## src/rtl/alu_if.sv

```systemverilog
// Operand, result and flag bundle between the CPU datapath and the ALU.
// The master side drives operands and opcode; the slave (the ALU) drives
// the combinational result/flags and their registered copies.
interface alu_if #(
  parameter int DATA_WIDTH = 32
);
  logic [DATA_WIDTH-1:0] A;
  logic [DATA_WIDTH-1:0] B;
  logic [2:0]            ALUop;
  logic [DATA_WIDTH-1:0] Result;
  logic                  Overflow;
  logic                  CarryOut;
  logic                  Zero;
  logic [DATA_WIDTH-1:0] Result_q;
  logic [2:0]            Flags_q;

  modport master (
    output A, B, ALUop,
    input  Result, Overflow, CarryOut, Zero, Result_q, Flags_q
  );

  modport slave (
    input  A, B, ALUop,
    output Result, Overflow, CarryOut, Zero, Result_q, Flags_q
  );
endinterface

```

## src/rtl/alu.sv

```systemverilog
// Integer ALU for the single-cycle CPU: AND, OR, ADD, SUB and signed SLT.
// Result and flags are combinational; a one-cycle registered copy of all
// outputs is kept for pipelined/debug consumers and cleared by resetn.
module alu #(
  parameter int DATA_WIDTH = 32
) (
  input logic   clk,
  input logic   resetn,
  alu_if.slave  bus
);
  localparam int MSB = DATA_WIDTH - 1;

  localparam logic [2:0] OP_AND = 3'b000;
  localparam logic [2:0] OP_OR  = 3'b001;
  localparam logic [2:0] OP_ADD = 3'b010;
  localparam logic [2:0] OP_SUB = 3'b110;
  localparam logic [2:0] OP_SLT = 3'b111;

  logic                  sub_mode;
  logic [DATA_WIDTH-1:0] b_eff;
  logic [DATA_WIDTH-1:0] sum;
  logic                  cout;
  logic                  ovf_add;
  logic                  ovf_sub;
  logic [DATA_WIDTH-1:0] result;
  logic                  overflow;
  logic                  carryout;
  logic                  zero;

  // Shared adder: SUB and SLT reuse it as A + ~B + 1, so both overflow
  // conditions come from the same sum and SLT stays correct on overflow.
  always_comb begin
    sub_mode = (bus.ALUop == OP_SUB) || (bus.ALUop == OP_SLT);
    b_eff    = sub_mode ? ~bus.B : bus.B;
    {cout, sum} = {1'b0, bus.A} + {1'b0, b_eff} + {{DATA_WIDTH{1'b0}}, sub_mode};
    ovf_add  = (bus.A[MSB] == bus.B[MSB]) && (sum[MSB] != bus.A[MSB]);
    ovf_sub  = (bus.A[MSB] != bus.B[MSB]) && (sum[MSB] != bus.A[MSB]);
  end

  // Opcode decode; undefined opcodes yield a zero result with clear flags.
  always_comb begin
    result   = '0;
    overflow = 1'b0;
    carryout = 1'b0;
    case (bus.ALUop)
      OP_AND: result = bus.A & bus.B;
      OP_OR:  result = bus.A | bus.B;
      OP_ADD: begin
        result   = sum;
        carryout = cout;
        overflow = ovf_add;
      end
      OP_SUB: begin
        result   = sum;
        carryout = ~cout;
        overflow = ovf_sub;
      end
      OP_SLT: result = {{(DATA_WIDTH-1){1'b0}}, sum[MSB] ^ ovf_sub};
      default: result = '0;
    endcase
    zero = ~|result;
  end

  assign bus.Result   = result;
  assign bus.Overflow = overflow;
  assign bus.CarryOut = carryout;
  assign bus.Zero     = zero;

  // Registered copy of every output; cleared immediately when resetn drops.
  always_ff @(posedge clk or negedge resetn) begin
    if (!resetn) begin
      bus.Result_q <= '0;
      bus.Flags_q  <= 3'b000;
    end else begin
      bus.Result_q <= result;
      bus.Flags_q  <= {overflow, carryout, zero};
    end
  end
endmodule

```

## src/flat_wrapper.sv

```systemverilog
// flat-port wrapper written by rule: the top's interface ports become plain ports
module alu_flat 
#(
  parameter int DATA_WIDTH = 32
)
  (clk, resetn, bus_A, bus_B, bus_ALUop, bus_Result, bus_Overflow, bus_CarryOut, bus_Zero, bus_Result_q, bus_Flags_q);
  alu_if #(.DATA_WIDTH(DATA_WIDTH)) bus_i ();
  input logic clk;
  input logic resetn;
  input wire logic [$bits(bus_i.A)-1:0] bus_A;
  input wire logic [$bits(bus_i.B)-1:0] bus_B;
  input wire logic [$bits(bus_i.ALUop)-1:0] bus_ALUop;
  output wire logic [$bits(bus_i.Result)-1:0] bus_Result;
  output wire logic [$bits(bus_i.Overflow)-1:0] bus_Overflow;
  output wire logic [$bits(bus_i.CarryOut)-1:0] bus_CarryOut;
  output wire logic [$bits(bus_i.Zero)-1:0] bus_Zero;
  output wire logic [$bits(bus_i.Result_q)-1:0] bus_Result_q;
  output wire logic [$bits(bus_i.Flags_q)-1:0] bus_Flags_q;
  assign bus_i.A = bus_A;
  assign bus_i.B = bus_B;
  assign bus_i.ALUop = bus_ALUop;
  assign bus_Result = bus_i.Result;
  assign bus_Overflow = bus_i.Overflow;
  assign bus_CarryOut = bus_i.CarryOut;
  assign bus_Zero = bus_i.Zero;
  assign bus_Result_q = bus_i.Result_q;
  assign bus_Flags_q = bus_i.Flags_q;
  alu #(.DATA_WIDTH(DATA_WIDTH)) u_core (.clk(clk), .resetn(resetn), .bus(bus_i));
endmodule
```

## config.mk

```make
export PLATFORM = sky130hd
export DESIGN_NAME = alu_flat
export DESIGN_NICKNAME = d
export VERILOG_FILES = /design/src/rtl/alu_if.sv /design/src/rtl/alu.sv /design/src/flat_wrapper.sv
export SDC_FILE = /design/constraint.sdc
export NUM_CORES = 1
export LEC_CHECK = 0
export BUFFER_PORTS_ARGS = -buffer_cell sky130_fd_sc_hd__buf_2
export CELL_PAD_IN_SITES_DETAIL_PLACEMENT = 1
export CELL_PAD_IN_SITES_GLOBAL_PLACEMENT = 1
export CORE_MARGIN = 2
export CORE_UTILIZATION = 37
export DETAILED_ROUTE_END_ITERATION = 12
export PLACE_DENSITY_LB_ADDON = 0.3
export SLEW_MARGIN = 20
export SYNTH_ARGS = -nofsm -noshare
export SYNTH_HDL_FRONTEND = slang
export SYNTH_SLANG_ARGS = --single-unit
```

## constraint.sdc

```tcl
create_clock -name clk -period 5.5 [get_ports clk]
set_input_delay 0.275 -clock clk [delete_from_list [all_inputs] [get_ports clk]]
set_output_delay 0.275 -clock clk [all_outputs]
set_load 0.01 [all_outputs]
```

==> results of run 1 <==
[synth_stat cells (all sizes together) (6+ instances only)]
master / number / area share [%]
a211oi: 6 / 1.1
a21boi: 6 / 1.1
a21o: 19 / 3.4
a21oi: 43 / 5.2
and3: 6 / 0.91
buf: 8 / 1.1
clkbuf: 17 / 1.5
dfrtp: 35 / 21
ha: 38 / 11
inv: 17 / 1.5
maj3: 26 / 6.3
nand2: 42 / 3.8
nand3: 14 / 1.7
nand4: 16 / 2.4
nor2: 24 / 2.2
nor3: 18 / 2.3
nor4: 6 / 1.1
o21a: 13 / 2.4
o21ai: 36 / 4.4
o31ai: 8 / 1.6
or3: 11 / 1.8
xnor2: 37 / 7.8
[cell type report]
class	count	area, um2
Multi-Input combinational cell	434	3090
Sequential cell	35	876
Inverter	17	63.8
Timing Repair Buffer	152	796
Clock inverter	3	20.0
Fill cell	1389	5800
Tap cell	140	175
Clock buffer	5	68.8
[cells by family after synthesis]
family	Yosys count
simple gates	161
xor+xnor	41
buf+inv	42
fa+ha+maj	65
compound gates	165
mux	2
flops	35
[power groups by stage]
stage	clock network, mW	registers, mW	logic, mW
3_5_place_dp	0	0.306	0.629
2_1_floorplan	0	0.320	0.375
3_3_place_gp	0	0.304	0.612
6_report	0.199	0.300	0.634
5_1_grt	0.209	0.302	0.700
4_1_cts	0.202	0.300	0.632
[state kept, by name, summed over array words and instances, names as in the netlist]
signal	flops
u_core.bus.Flags_q	3
u_core.bus.Result_q	32
[per-layer routing]
metal | vias up | global-route usage, % | part of all wire, %
li1 | 2178 | - | -
met1 | 2238 | 33.9 | 43
met2 | 164 | 47.2 | 48
met3 | 27 | 3.73 | 6.9
met4 | 0 | 6.96 | 2.1
met5 | - | 0 | 0
[what timing repair did]
| item | in CTS | in global routing |
|---|---|---|
| buffers inserted | 0 | 0 |
| setup endpoints to repair | 0 | 1 |
| gates resized for setup | 0 | 1 |
[cell usage in the layout, fill, tap and decap left out, types with 16 or more instances in the layout]
master     n
xnor2_1   37
buf_2    138
ha_1      38
nor2_1    24
dfrtp_1   35
inv_1     17
a21o_1    19
nand4_1   16
maj3_1    25
o21ai_0   36
a21oi_1   43
nand2_1   41
nor3_1    17
[worst max-delay path, delay by kind of cell]
family / cells / cell delay [ps]
multiplexers: 1 / 200
AO/OA/AOI/OAI: 3 / 670
XOR/XNOR: 1 / 330
AND/OR/NAND/NOR: 7 / 2230
buffers and inverters: 3 / 470
adder cells (fa/ha/maj): 1 / 430
[path summary, 6_finish.rpt]
kind                               from  slack [ps]  cells after the start                                end
min                              resetn          60                      1  u_core.bus.Result_q[20]$_DFF_PN0_
max                        bus_ALUop[2]         620                     16                           bus_Zero
min in group clk              bus_A[31]         370                      3    u_core.bus.Flags_q[2]$_DFF_PN0_
max in group asynchronous        resetn        4930                      1   u_core.bus.Result_q[2]$_DFF_PN0_
[through the flow]
stage	std cells	instance area [um2]	worst slack [ps]	hold slack (ps)	util, %
floorplan	511	4140	1200	-20.6	-
global placement	778	5000	597	393	45.9
detailed placement	778	5000	362	410	45.9
CTS	786	5080	341	84.1	46.7
global route	786	5090	259	124	46.7
finish	786	5090	617	57.5	46.7
==> impl_metrics.yaml, run 1 <==
finish:
  area_growth_pct: 23.0
  layout.nets: 753
  drive_gt1_share_pct: 26.9
  antenna_cells: 0
synthesis:
  muxShareOfSynthArea_pct: 0.484
  ys_seq_elements: 35
  synth_top_family_by_area: "compound AO/OA/AOI/OAI gates"
  syn_avg_cell_area_um2: 8.09
  yosys_warnings: 0
  synthesis.nets: 619
  yosysUniqueCellTypes: 68
  synthArstFlopShare_pct: 100
  synth_fa_ha_area_share_pct: 18.3
  synth_ff_type: "dfrtp_1"
  syn_inst: 511
  synth_compound_area_share_pct: 26.6
  ys_seq_area_share_pct: 21.2
  synth_area_mm2: 0.00414
  yosys.area_share.xor_xnor_pct: 8.68
  synthSimpleGateAreaFrac_pct: 20.5
  synth-edff-count: 0
global_route:
  grt_max_degree: 36
  grt_pass1_vias: 4686
  overflow: 0
  grtUsageTotal_pct: 26.7
  grt_pass1_wl_um: 24900
  antenna_found_initial: 0
flow_run:
  maxCapViolations: 0
setup_path:
  worstPathArrival_ps: 4610
  cp_slowest_cell: "or4_1"
  critPathKind: "in -> out"
  worst-path-max-fanout: 12
  slowest_delay_ps: 460
  path_cells: "buf_2 > nand2_2 > xnor2_1 > inv_1 > fa_1 > nor2b_1 > o31ai_2 > a21oi_1 > mux2i_1 > o311ai_0 > or3_1 > or4_1 > nor4_1 > nand3b_1 > nor4_2 > buf_2"
  cp-end-kind: "output pin"
  worst_ep_required_time_ps: 5220
  worstSetupStartpointType: "input pin"
  critical-path-top-cell-by-count: "buf_2"
timing:
  fmax_ghz: 0.205
  period_share_pct: 88.8
  setup_violations: 0
  hold_viol: 0
  fin_crit_ps: 4880
  setup_tns_ps: 0
  worstMarginPinSlew_ps: 804
  slew-limit-headroom_pct: 46.4
  rsz0062_at_grt: "false"
  finalMaxSlewViolations: 0
power:
  power_frac_clock_pct: 17.5
  power.share.switching_pct: 44.7
  p_switching_uw: 506
  power.internal_uw: 627
  total_power_mw: 1.13
  cellLeakagePower_nw: 2.40
  ir_drop_mv: 0.106
  comb_power_share_pct: 56.0
  power.density_mw_per_mm2: 223
  seqPwrFrac_pct: 26.5
placement:
  routabilityCongestion: 0.895
  post-dp-hpwl_um: 12800
  portBuffers: 138
clocking:
  postCtsHoldBufs: 0
  clkSlewWorstSetupHoldPaths_ps: 90
  cts_tree: "built"
  htree_levels: 2
  clockBufferDepth: 2
  cts_root_buf: "clkbuf_8"
  clkSinkCount: 35
  cts_buffers: 5
routing:
  drt_iter0_markers: 271
  wl_um: 15900
  post-route-drc-count: 0
  drt.antenna.violating_nets: 0
  vias: 4607
  vias_per_cell: 5.86
  dr.pass1.iters: 4
  routedWlPerCell_um: 20.2
floorplanning:
  start_util_pct: 38.0
  die_x_um: 110
  io_pins: 139
  core_mm2: 0.0109
  die_h_um: 110
  die-area_mm2: 0.0120
  rows: 38
worst_hold_path:
  hold_path_class: "in -> async"
outcome:
  status: "completed"
Note: power is estimated with default switching activity, not from simulation.
==> run 2: changes to the inputs <==
Settings changed: GPL_TIMING_DRIVEN from default to 0.
==> run 2 against run 1 <==
Net effect: cell count is 1.0% higher; largest power group unchanged; via count rose by 2.9%; power is 4.0% higher; sequential share of layout area fell by 0.051 points; non-clock buffer count rose by 8; hold slack worse by 2.7 ps; core utilization up 0.14 points; sequential cell count unchanged; clock power increased by 25%; critical endpoint unchanged.
==> impl_metrics.yaml, run 2 (synthesis gave the netlist of run 1 again) <==
outcome:
  status: "completed"
placement:
  routabilityCongestion: 0.916
  postPlaceCellArea_mm2: 0.00499
  portBuffers: 135
  pre_cts_slack_ps: 224
  post-dp-hpwl_um: 13300
global_route:
  grt_pass1_wl_um: 25600
  grt_max_degree: 36
  grt_pass1_vias: 4934
  overflow: 0
  grtUsageTotal_pct: 27.4
  antenna_found_initial: 0
timing:
  setup_violations: 0
  layout_setup_ws_ps: 550
  fmax_ghz: 0.202
  worstMarginPinSlew_ps: 1240
  finalMaxSlewViolations: 0
  fin_crit_ps: 4950
  hold_viol: 0
  period_share_pct: 90.0
  rsz0062_at_grt: "false"
  setup_tns_ps: 0
  slew-limit-headroom_pct: 16.1
clocking:
  clkSlewWorstSetupHoldPaths_ps: 90
  clkSinkCount: 35
  cts_buffers: 5
  clockBufferDepth: 2
  cts_tree: "built"
  cts_root_buf: "clkbuf_8"
  htree_levels: 2
floorplanning:
  die_x_um: 110
  die_h_um: 110
  core_mm2: 0.0109
  die-area_mm2: 0.0120
  io_pins: 139
  rows: 38
  start_util_pct: 38.0
finish:
  largestRegisters: "u_core.bus.Result_q: 32 flops, u_core.bus.Flags_q: 3 flops"
  layout_commonest_cell: "buf_2"
  largest-register: "u_core.bus.Result_q"
  fillers: 1420
  largest_reg_flops: 32
  final_area_mm2: 0.00510
  antenna_cells: 0
  drive_gt1_share_pct: 24.9
  layout_common_cells: "136 x buf_2, 43 x a21oi_1, 42 x nand2_1"
  layout.nets: 761
  utilization_pct: 46.9
  area_growth_pct: 23.4
power:
  cellLeakagePower_nw: 2.39
  power_frac_clock_pct: 21.1
  comb_power_share_pct: 53.5
  power.internal_uw: 665
  p_switching_uw: 514
  seqPwrFrac_pct: 25.4
  power.density_mw_per_mm2: 231
  power.share.switching_pct: 43.6
  ir_drop_mv: 0.159
  total_power_mw: 1.18
setup_path:
  slowest_delay_ps: 590
  cp-end-kind: "output pin"
  worstPathArrival_ps: 4680
  path_cells: "buf_4 > nand2_1 > clkbuf_2 > xnor2_1 > ha_1 > clkbuf_1 > a21o_1 > a2111oi_2 > nor4_1 > nor3_2 > xor2_1 > o21ai_0 > or4_1 > nor4_1 > nand3b_1 > nor4_2 > buf_2"
  critPathBufInv: 4
  worst-path-max-fanout: 10
  cp_slowest_cell: "or4_1"
  critPathKind: "in -> out"
  worstSetupStartpointType: "input pin"
  path_depth: 17
  critical-path-top-cell-by-count: "nor4_1"
  crit_family: "simple AND/OR/NAND/NOR gates"
  worst_ep_required_time_ps: 5220
routing:
  vias_per_cell: 5.97
  vias: 4742
  wl_met1_um: 7050
  dr_wl_met2_um: 7760
  dr.max_layer_used: "met4"
  dr.pass1.iters: 5
  post-route-drc-count: 0
  drt_iter0_markers: 217
  wl_um: 16300
  routedWlPerCell_um: 20.6
  route.met3.wl_um: 1090
  drt.antenna.violating_nets: 0
worst_hold_path:
  hold_path_class: "in -> async"
flow_run:
  maxCapViolations: 0
[run 2: final cells by class]
cell class,count,area (um2),area share (%)
repair buffers,135,676,13.2
well taps,140,175,3.43
inverters,17,63.8,1.25
multi-input cells,434,3090,60.5
clock inverters,3,43.8,0.858
flip-flops and latches,35,876,17.2
clock buffers,5,68.8,1.35
plain buffers,25,114,2.23
[run 2: through the flow]
stage,hold slack (ps),std cells
finish,54.8,794
global route,121,794
CTS,78.8,794
detailed placement,404,786
global placement,376,786
floorplan,-20.6,511
[run 2: per-layer routing]
layer | vias to the layer above | track usage, %
met3 | 33 | 4.15
met5 | - | 0
met1 | 2326 | 35.4
met2 | 183 | 47.0
li1 | 2200 | -
met4 | 0 | 8.50
[run 2: what timing repair did]
action,CTS,global route
buffers inserted,0,0
hold buffers,0,0
endpoints found under the setup margin,0,1
gates resized for setup,0,6
[run 2: power groups by stage]
stage,combinational (mW),sequential [mW],clock (mW)
2_1_floorplan,0.375,0.320,0
3_3_place_gp,0.597,0.303,0
3_5_place_dp,0.619,0.305,0
4_1_cts,0.624,0.300,0.248
5_1_grt,0.692,0.303,0.257
6_report,0.630,0.300,0.249
[run 2: worst paths after layout]
kind	from	end	slack [ps]
min in group clk	bus_ALUop[2]	u_core.bus.Flags_q[1]$_DFF_PN0_	370
max in group asynchronous	resetn	u_core.bus.Result_q[24]$_DFF_PN0_	4920
worst min-delay path	resetn	u_core.bus.Flags_q[1]$_DFF_PN0_	50
worst max-delay path	bus_ALUop[1]	bus_Zero	550
